$ cat src/rtl/uart_frame_rx_pkg.sv
// Shared definitions for the oversampling multi-byte UART receiver:
// parity codes, receiver FSM states and the tick divider calculation.
package uart_frame_rx_pkg;

    localparam int PAR_NONE = 0;
    localparam int PAR_ODD  = 1;
    localparam int PAR_EVEN = 2;

    typedef enum logic [2:0] {
        ST_IDLE,
        ST_START,
        ST_DATA,
        ST_PARITY,
        ST_STOP,
        ST_BRK
    } rx_state_t;

    // Rounded clocks per oversample tick, never below one.
    function automatic int calc_div(input int clk_fre, input int bps, input int os);
        int d;
        d = (clk_fre + (bps * os) / 2) / (bps * os);
        if (d < 1) d = 1;
        return d;
    endfunction

endpackage

$ cat src/rtl/uart_frame_rx_os_byte_rx.sv
// Single-byte UART receiver: input synchroniser, oversample tick generator,
// 2-of-3 majority voter and the start/data/parity/stop/break state machine.
module uart_os_byte_rx
    import uart_frame_rx_pkg::*;
#(
    parameter int BPS        = 115200,
    parameter int CLK_FRE    = 50_000_000,
    parameter int OVERSAMPLE = 16,
    parameter int PARITY     = 0,
    parameter int STOP_BITS  = 1
) (
    input  logic       sys_clk,
    input  logic       sys_rst_n,
    input  logic       uart_rxd,
    output logic [7:0] byte_data,
    output logic       byte_vld,
    output logic       byte_perr,
    output logic       byte_ferr,
    output logic       idle,
    output logic       start_edge
);

    localparam int DIV   = calc_div(CLK_FRE, BPS, OVERSAMPLE);
    localparam int DIV_W = (DIV > 1) ? $clog2(DIV) : 1;
    localparam int OS_W  = $clog2(OVERSAMPLE);

    localparam logic [DIV_W-1:0] DIV_LAST  = DIV_W'(DIV - 1);
    localparam logic [OS_W-1:0]  SAMP_A    = OS_W'(OVERSAMPLE / 2 - 2);
    localparam logic [OS_W-1:0]  SAMP_B    = OS_W'(OVERSAMPLE / 2 - 1);
    localparam logic [OS_W-1:0]  SAMP_C    = OS_W'(OVERSAMPLE / 2);
    localparam logic [OS_W-1:0]  SAMP_LAST = OS_W'(OVERSAMPLE - 1);
    localparam logic             STOP_LAST = 1'(STOP_BITS - 1);

    rx_state_t        state, state_next;
    logic             rxd_s1, rxd_s2, rxd_d;
    logic [DIV_W-1:0] div_cnt;
    logic [OS_W-1:0]  samp_cnt;
    logic             samp_a, samp_b;
    logic [7:0]       shift;
    logic [2:0]       bit_idx;
    logic             stop_idx;
    logic             perr_r, ferr_r;

    logic tick, vote, vote_tick, bit_end, exp_par;

    // Sample index k is taken on the tick that leaves samp_cnt at k-1,
    // so the third vote sample is the live synchronised line.
    assign tick      = (div_cnt == DIV_LAST);
    assign vote      = (samp_a & samp_b) | (samp_a & rxd_s2) | (samp_b & rxd_s2);
    assign vote_tick = tick && (samp_cnt == SAMP_C);
    assign bit_end   = tick && (samp_cnt == SAMP_LAST);
    assign exp_par   = (PARITY == PAR_ODD) ? ~^shift : ^shift;

    assign start_edge = (state == ST_IDLE) && rxd_d && !rxd_s2;
    assign idle       = (state == ST_IDLE);
    assign byte_data  = shift;
    assign byte_perr  = perr_r;

    always_comb begin
        state_next = state;
        byte_vld   = 1'b0;
        byte_ferr  = ferr_r;
        case (state)
            ST_IDLE:   if (start_edge) state_next = ST_START;
            ST_START: begin
                if (vote_tick && vote)  state_next = ST_IDLE;
                else if (bit_end)       state_next = ST_DATA;
            end
            ST_DATA: begin
                if (bit_end && bit_idx == 3'd7)
                    state_next = (PARITY != PAR_NONE) ? ST_PARITY : ST_STOP;
            end
            ST_PARITY: if (bit_end) state_next = ST_STOP;
            // The byte is committed at the last stop mid-sample, which also
            // re-arms start detection half a bit early to tolerate baud skew.
            ST_STOP: begin
                if (vote_tick && stop_idx == STOP_LAST) begin
                    byte_vld   = 1'b1;
                    byte_ferr  = ferr_r | ~vote;
                    state_next = (ferr_r | ~vote) ? ST_BRK : ST_IDLE;
                end
            end
            ST_BRK:    if (rxd_s2) state_next = ST_IDLE;
            default:   state_next = ST_IDLE;
        endcase
    end

    always_ff @(posedge sys_clk or negedge sys_rst_n) begin
        if (!sys_rst_n) begin
            state    <= ST_IDLE;
            rxd_s1   <= 1'b1;
            rxd_s2   <= 1'b1;
            rxd_d    <= 1'b1;
            div_cnt  <= '0;
            samp_cnt <= '0;
            samp_a   <= 1'b1;
            samp_b   <= 1'b1;
            shift    <= '0;
            bit_idx  <= '0;
            stop_idx <= 1'b0;
            perr_r   <= 1'b0;
            ferr_r   <= 1'b0;
        end else begin
            rxd_s1 <= uart_rxd;
            rxd_s2 <= rxd_s1;
            rxd_d  <= rxd_s2;
            state  <= state_next;
            if (state == ST_IDLE) begin
                div_cnt  <= '0;
                samp_cnt <= '0;
                bit_idx  <= '0;
                stop_idx <= 1'b0;
                perr_r   <= 1'b0;
                ferr_r   <= 1'b0;
            end else begin
                div_cnt <= tick ? '0 : div_cnt + DIV_W'(1);
                if (tick)
                    samp_cnt <= (samp_cnt == SAMP_LAST) ? '0 : samp_cnt + OS_W'(1);
                if (tick && samp_cnt == SAMP_A) samp_a <= rxd_s2;
                if (tick && samp_cnt == SAMP_B) samp_b <= rxd_s2;
                if (vote_tick) begin
                    case (state)
                        ST_DATA:   shift  <= {vote, shift[7:1]};
                        ST_PARITY: perr_r <= (vote != exp_par);
                        ST_STOP:   ferr_r <= ferr_r | ~vote;
                        default:   ;
                    endcase
                end
                if (bit_end) begin
                    if (state == ST_DATA) bit_idx  <= bit_idx + 3'd1;
                    if (state == ST_STOP) stop_idx <= ~stop_idx;
                end
            end
        end
    end

endmodule

$ cat src/rtl/uart_frame_rx.sv
// Multi-byte UART frame receiver: packs BYTES received bytes big-endian into
// one word, tracks a sticky per-frame error and drops stale partial frames.
module uart_frame_rx
    import uart_frame_rx_pkg::*;
#(
    parameter int BYTES        = 5,
    parameter int BPS          = 115200,
    parameter int CLK_FRE      = 50_000_000,
    parameter int OVERSAMPLE   = 16,
    parameter int PARITY       = 0,
    parameter int STOP_BITS    = 1,
    parameter int TIMEOUT_BITS = 16
) (
    input  logic               sys_clk,
    input  logic               sys_rst_n,
    input  logic               uart_rxd,
    output logic [BYTES*8-1:0] uart_bytes_data,
    output logic               uart_bytes_vld,
    output logic               uart_bytes_err,
    output logic               uart_bytes_tout
);

    localparam int DIV       = calc_div(CLK_FRE, BPS, OVERSAMPLE);
    localparam int CNT_W     = $clog2(BYTES + 1);
    localparam int TOUT_CLKS = TIMEOUT_BITS * OVERSAMPLE * DIV;
    localparam int TOUT_W    = $clog2(TOUT_CLKS + 1);

    localparam logic [CNT_W-1:0]  CNT_LAST  = CNT_W'(BYTES - 1);
    localparam logic [TOUT_W-1:0] TOUT_LAST = TOUT_W'(TOUT_CLKS - 1);

    logic [7:0]         byte_data;
    logic               byte_vld, byte_perr, byte_ferr, rx_idle, start_edge;
    logic [BYTES*8-1:0] frame_buf, frame_next;
    logic [CNT_W-1:0]   cnt;
    logic               sticky;
    logic [TOUT_W-1:0]  tout_cnt;
    logic               last_byte, byte_err, tout_run, tout_hit;

    uart_os_byte_rx #(
        .BPS        (BPS),
        .CLK_FRE    (CLK_FRE),
        .OVERSAMPLE (OVERSAMPLE),
        .PARITY     (PARITY),
        .STOP_BITS  (STOP_BITS)
    ) u_byte_rx (
        .sys_clk    (sys_clk),
        .sys_rst_n  (sys_rst_n),
        .uart_rxd   (uart_rxd),
        .byte_data  (byte_data),
        .byte_vld   (byte_vld),
        .byte_perr  (byte_perr),
        .byte_ferr  (byte_ferr),
        .idle       (rx_idle),
        .start_edge (start_edge)
    );

    assign last_byte = (cnt == CNT_LAST);
    assign byte_err  = byte_perr | byte_ferr;
    assign tout_run  = rx_idle && (cnt != '0);
    // A start edge landing on the expiry cycle keeps the partial frame alive.
    assign tout_hit  = tout_run && !start_edge && (tout_cnt == TOUT_LAST);

    always_comb begin
        frame_next = frame_buf;
        frame_next[(BYTES - 1 - int'(cnt)) * 8 +: 8] = byte_data;
    end

    always_ff @(posedge sys_clk or negedge sys_rst_n) begin
        if (!sys_rst_n) begin
            uart_bytes_data <= '0;
            uart_bytes_vld  <= 1'b0;
            uart_bytes_err  <= 1'b0;
            uart_bytes_tout <= 1'b0;
            frame_buf       <= '0;
            cnt             <= '0;
            sticky          <= 1'b0;
            tout_cnt        <= '0;
        end else begin
            uart_bytes_vld  <= 1'b0;
            uart_bytes_err  <= 1'b0;
            uart_bytes_tout <= 1'b0;
            if (byte_vld) begin
                if (last_byte) begin
                    uart_bytes_data <= frame_next;
                    uart_bytes_vld  <= 1'b1;
                    uart_bytes_err  <= sticky | byte_err;
                    cnt             <= '0;
                    sticky          <= 1'b0;
                end else begin
                    frame_buf <= frame_next;
                    cnt       <= cnt + CNT_W'(1);
                    sticky    <= sticky | byte_err;
                end
            end else if (tout_hit) begin
                uart_bytes_tout <= 1'b1;
                cnt             <= '0;
                sticky          <= 1'b0;
            end
            if (start_edge || !tout_run || tout_hit)
                tout_cnt <= '0;
            else
                tout_cnt <= tout_cnt + TOUT_W'(1);
        end
    end

endmodule

$ cat config.mk
export PLATFORM = sky130hd
export DESIGN_NAME = uart_frame_rx
export DESIGN_NICKNAME = d
export VERILOG_FILES = /design/src/rtl/uart_frame_rx_pkg.sv /design/src/rtl/uart_frame_rx_os_byte_rx.sv /design/src/rtl/uart_frame_rx.sv
export SDC_FILE = /design/constraint.sdc
export NUM_CORES = 1
export LEC_CHECK = 0
export ABC_AREA = 1
export CAP_MARGIN = 15
export CORE_MARGIN = 10
export CORE_UTILIZATION = 55
export CTS_BUF_LIST = sky130_fd_sc_hd__clkbuf_8 sky130_fd_sc_hd__clkbuf_16
export DETAILED_ROUTE_END_ITERATION = 12
export PLACE_DENSITY_LB_ADDON = 0.12
export SYNTH_ARGS = -nofsm -noshare
export SYNTH_HDL_FRONTEND = slang
export SYNTH_SLANG_ARGS = --single-unit
$ cat constraint.sdc
create_clock -name sys_clk -period 2.45 [get_ports sys_clk]
set_input_delay 0.3675 -clock sys_clk [delete_from_list [all_inputs] [get_ports sys_clk]]
set_output_delay 0.3675 -clock sys_clk [all_outputs]
set_load 0.01 [all_outputs]
==> impl_metrics.toml <==
[run_status]
status = "finished clean"

[floorplan]
die_w_um = 126.4
io_pins = 46
die_h_um = 126.4
start_util = 0.5673
row_count = 38
die-area_um2 = 15990
core_area_um2 = 10980

[sta]
hold_viol = 0
slew_viol_final = 0
setup_viol = 0
period_minus_slack_ns = 2.303
clock_skew_ns = 0.004880
worstMarginPinSlew_ns = 0.7038
timing.final.crit_share = 0.9400
fmax_mhz = 434.2
slew_headroom = 0.5301
tns_ns = 0
hold_ws_ns = 0.02384

[global_route]
gr-usage-all-layers = 0.1792
grt_overflow_total = 0
grt_max_degree = 132
antenna_found_initial = 0
grt_pass1_wl_um = 23780
grt_pass1_vias = 5107

[synthesis]
synth-edff-count = 0
syn_area_per_cell_um2 = 7.808
synth.largest_area_cell = "dfrtp_1"
yosysWarningCount = 0
ys_top_cells_by_area = "dfrtp_1, nand2_1, o21ai_0"
synth_nets = 813
syn_area_um2 = 6231
ys_ff_latch = 131
synth_top_area_share = 0.5060
yosysSeqAreaShare = 0.5271
synthCells = 798
ys_async_sr_fraction = 1.000
ys_types = 31
synth-main-ff-cell = "dfrtp_1"

[detailed_routing]
drcViolationCount = 0
wl_per_cell_um = 14.04
drt_pass1_iterations = 6
antenna_left = 0
num_vias = 5294
vias_per_cell = 5.273
drt_iter0_markers = 546
routed_wl_um = 14090

[placed_design]
portBuffers = 45
gp_congestion = 0.9161
detailedPlacementHpwl_um = 9172
place_area_um2 = 6799

[clocking]
h-tree-depth = 4
path_clk_slew_ns = 0.05
insertion_delay_ns = 0.42
numCtsBuffers = 17
numClockSinks = 131
cts_root_buffer = "clkbuf_16"
cts_tree = "yes"
clock_path_buffers = 2
cts_hold_buf = 0

[power_and_ir_drop]
switchingPower_uw = 1223
power_leakage_uw = 0.003775
internal-power_uw = 3888
switching_share = 0.2393
vdd_drop_max_mv = 0.4470
pwr-share-clk = 0.476
p_seq_frac = 0.443
powerDensity_nw_per_um2 = 689.9
p_comb_frac = 0.080
total_power_uw = 5112

[cells_and_area]
area_delta_synth_final_pct = 18.92
drive_above_1_share = 0.07292
final_core_util = 0.6746
antennaDiodeCount = 0
fillerInstances = 888
final_area_um2 = 7410
nNetsFinal = 866
final_common_cell = "nand2_1"
final_cell_mix = "nand2_1, dfrtp_1, inv_1"

[setup_path]
slowest_stage = "dfrtp_1"
cp_top_family = "simple AND/OR/NAND/NOR gates"
critPathMaxFanout = 6
criticalPathCategory = "flip-flop to flip-flop"
required_ns = 2.81
worstSetupEndpointType = "flip-flop"
start_kind = "flip-flop"
crit_path_cell_trace = "inv_1 > ha_1 > ha_1 > nand2_1 > nand2_1 > inv_1 > nand2_1 > o21ai_0 > nand2_1 > nand2_1"
critPathMostFrequentCell = "nand2_1"
critPathMaxStageDelay_ns = 0.37
cp_num_buf_inv = 2
cp_data_arrival_time_ns = 2.66

[flow_run]
cap_violations = 0

[worst_hold_path]
hold_class = "input pin to asynchronous set/reset pin"
## through the flow
step | setup WS (ns) | instances
6_report | 0.1469 | 1004
5_1_grt | -0.03469 | 1004
4_1_cts | 0.006888 | 1000
3_5_place_dp | 0.04251 | 968
3_3_place_gp | 0.2144 | 968
2_1_floorplan | 0.3280 | 798
## state kept, by name, indices dropped and copies added, names as in the netlist, 3 cells and up
| signal | count |
|---|---|
| cnt | 3 |
| frame_buf | 40 |
| tout_cnt | 13 |
| u_byte_rx.bit_idx | 3 |
| u_byte_rx.byte_data | 8 |
| u_byte_rx.div_cnt | 5 |
| u_byte_rx.samp_cnt | 4 |
| u_byte_rx.state | 3 |
| uart_bytes_data | 40 |
## cell usage after synthesis (2+ instances only)
library cell and instances:
nor2_2 2, xnor2_1 2, nor3_1 7, inv_1 56, a21oi_1 7, nand2_1 387, buf_4 4, nor3b_1 3
buf_2 10, o21ai_0 48, buf_6 4, nand4_1 13, o21ai_1 5, a211oi_1 2, o211ai_1 3, inv_2 8
nor2_1 40, xor2_1 5, clkbuf_1 6, dfstp_2 5, nand3_1 32, dfrtp_1 126, ha_1 12, nor2_4 4
## cell families after synthesis
group	Yosys count	share of synthesized area
fa+ha+maj	12	0.02410
buf+inv	88	0.06225
simple gates	492	0.3187
compound gates	68	0.05803
xor+xnor	7	0.009840
flops	131	0.5271
## power groups by stage
stage,sequential [uW],clock (uW),combinational [uW]
5_1_grt,2270,2570,481
2_1_floorplan,2290,0,298
3_3_place_gp,2300,0,398
3_5_place_dp,2300,0,415
6_report,2270,2440,410
4_1_cts,2270,2470,416
## layer usage
metal | vias to the layer above | wire, um | track usage
met3 | 26 | 993 | 0.05498
met4 | 0 | 271 | 0.07703
met2 | 151 | 6728 | 0.2865
li1 | 2592 | - | -
met1 | 2525 | 6101 | 0.2196
met5 | - | 0 | 0
## final cells by class
class                      count  area, um2  share of cell area
timing repair buffer          58      570.5             0.07700
inverter                      64      240.2             0.03242
sequential                   131       3284              0.4433
multi-input combinational    579       2559              0.3453
clock inverter                 8      58.81            0.007937
tap                          140      175.2             0.02364
clock buffer                  24      521.8             0.07042
## final timing paths
| check | from | end | slack, ns | depth (start not counted) |
|---|---|---|---|---|
| worst min register to register | u_byte_rx.rxd_s1$_DFF_PN1_ | u_byte_rx.rxd_s2$_DFF_PN1_ | 0.35 | 0 |
| worst max-delay path | cnt[0]$_DFFE_PN0P_ | frame_buf[15]$_DFFE_PN0P_ | 0.15 | 10 |
| max in group asynchronous | sys_rst_n | u_byte_rx.bit_idx[1]$_DFFE_PN0P_ | 1.88 | 2 |
| min in group sys_clk | u_byte_rx.rxd_s1$_DFF_PN1_ | u_byte_rx.rxd_s2$_DFF_PN1_ | 0.35 | 0 |
| worst min-delay path | sys_rst_n | tout_cnt[3]$_DFF_PN0_ | 0.02 | 2 |
| worst max register to register | cnt[0]$_DFFE_PN0P_ | frame_buf[15]$_DFFE_PN0P_ | 0.15 | 10 |
## timing repair
action	in CTS	in global routing
setup buffers	0	4
setup endpoints to repair	0	23
resized for setup	0	2
Note: power is estimated with default switching activity, not from simulation.
==> RTL change: new RTL, same settings <==
`CLK_FRE` is set to 50_000_000 in 2 places; all go to 12_500_000.
--- a/src/rtl/uart_frame_rx_os_byte_rx.sv
+++ b/src/rtl/uart_frame_rx_os_byte_rx.sv
@@ -4,7 +4,7 @@
     import uart_frame_rx_pkg::*;
 #(
     parameter int BPS        = 115200,
-    parameter int CLK_FRE    = 50_000_000,
+    parameter int CLK_FRE    = 12_500_000,
     parameter int OVERSAMPLE = 16,
     parameter int PARITY     = 0,
     parameter int STOP_BITS  = 1
--- a/src/rtl/uart_frame_rx.sv
+++ b/src/rtl/uart_frame_rx.sv
@@ -5,7 +5,7 @@
 #(
     parameter int BYTES        = 5,
     parameter int BPS          = 115200,
-    parameter int CLK_FRE      = 50_000_000,
+    parameter int CLK_FRE      = 12_500_000,
     parameter int OVERSAMPLE   = 16,
     parameter int PARITY       = 0,
     parameter int STOP_BITS    = 1,
Function: same outputs for any inputs over 10 cycles, from zero or initial values and one cycle with sys_rst_n low; that may be too few to reach the edited logic, so the function may still have changed.
==> RTL change against the original RTL <==
- the flow now finishes with violations (negative setup slack)
- area after synthesis rose by 3.9%
- sequential power fell by 3%
- total power rose by 5.6%
- worst setup slack got worse by 0.20 ns
- fmax fell by 7.9%
- via count rose by 8.3%
- first-iteration DRC count rose by 12%
- sequential cell count fell by 4
- wire length rose by 17%
- cell area rose by 15%
- critical path type unchanged
- critical endpoint is now frame_buf[31]
==> RTL change: results (changes against the original RTL) <==
The largest registers in the layout are frame_buf x40, uart_bytes_data x40, tout_cnt x11. The number of global-route vias before repair was 5,530 (+8.3%). The amount of wire on met3 after detailed routing came out at 1070 microns (+7.7%). The detailed placer's ending HPWL came out at 10,300 microns (+12%). The master of the slowest instance on the critical path is sky130_fd_sc_hd__dfrtp_2. The flip-flop and latch count after synthesis was 127 (-3.1%). The flow ran to the end, but the final reports show violations. The final routed wire length divided by cell count came out at 16.2 microns (+15%).

The worst setup slack after layout came out at -0.0501 ns (-0.197 ns). The setup slack of the most critical reg-to-reg path is -0.05 ns (-0.20 ns). The global-route wire length before repair is 26,400 microns (+11%).

The final reports fail on negative setup slack. The number of placed instances, taps included was 980 (+1.2%). The post-synth net total is 819 (+0.74%). The fraction of area in multi-input gates is 40.4% (+5.9 points). The net total in the final layout is 880 (+1.6%). The non-clock buffer contribution to total cell area is 9.72% (+2.0 points).

The static leakage power came out at 4.03 nW (+6.9%). The final worst hold slack is 0.351 ns (+0.327 ns). The depth of the worst register-to-register path came out at 15 (+5).

The total met2 wirelength after detailed routing was 8040 microns (+20%). The number of inverters outside the clock class in the layout came out at 62 (-3.1%). By count the netlist is led by 278 x sky130_fd_sc_hd__nand2_1, 122 x sky130_fd_sc_hd__dfrtp_1, 119 x sky130_fd_sc_hd__nand3_1, 52 x sky130_fd_sc_hd__inv_1, 32 x sky130_fd_sc_hd__nor2_1. The share of synthesized cell area in full adder, half adder and majority cells is 2.71% (+0.30 points). The violation count after the first detailed-routing iteration was 610 (+12%). The iteration count of the initial detailed-routing pass is 5 (-1). The met1 track utilization from global routing came to 25.1% (+3.2 points). The delay of the slowest cell on the worst path came out at 0.42 ns (+0.05 ns). The average size of a mapped cell came out at 8.07 sq um (+3.4%). The number of library cell types mapped by synthesis came out at 33 (+6.5%). The top fanout value on the critical path is 8 (+2). The area fraction of clock buffers and clock inverters came out at 7.67% (-0.17 points). The largest net degree at the start of global routing came out at 67 (-49%). The measured slew at the worst slew-check pin was 0.768 ns (+0.0644 ns).

The area taken by flip-flops and latches came out at 0.00319 sq mm (-3.0%). The setup-violating endpoint count in the final report came out at 30 (+30). The share of final-layout standard cells stronger than drive strength 1 came to 20.0% (+13 points).
## RTL change: cell count changes after synthesis, sizes merged, moves of 8 or more
| cell | unedited run | this run |
|---|---|---|
| o21bai | 0 | 32 |
| o21ai | 53 | 32 |
| buf | 18 | 26 |
| nand3 | 32 | 123 |
| nor3 | 7 | 17 |
| nand2 | 388 | 280 |
## RTL change: through the flow
stage / setup TNS (ns) / util, % / instance area (sq um) / total power [mW] / setup slack, ns
3_3_place_gp: -0.0584 / 63.1 / 7240 / 2.61 / -0.0289
2_1_floorplan: -14.22 / - / 6560 / 2.51 / -0.239
6_report: -0.550 / 74.4 / 8530 / 5.40 / -0.0501
5_1_grt: -7.22 / 74.4 / 8530 / 5.59 / -0.174
3_5_place_dp: -4.02 / 63.1 / 7240 / 2.64 / -0.133
4_1_cts: 0 / 69.4 / 7960 / 5.43 / 0.000240
## RTL change: report_power, final
part           internal [mW]  switching (mW)  total [mW]
Clock                   1.89           0.910        2.80
Combinational          0.110           0.288       0.398
Sequential              2.15          0.0489        2.20
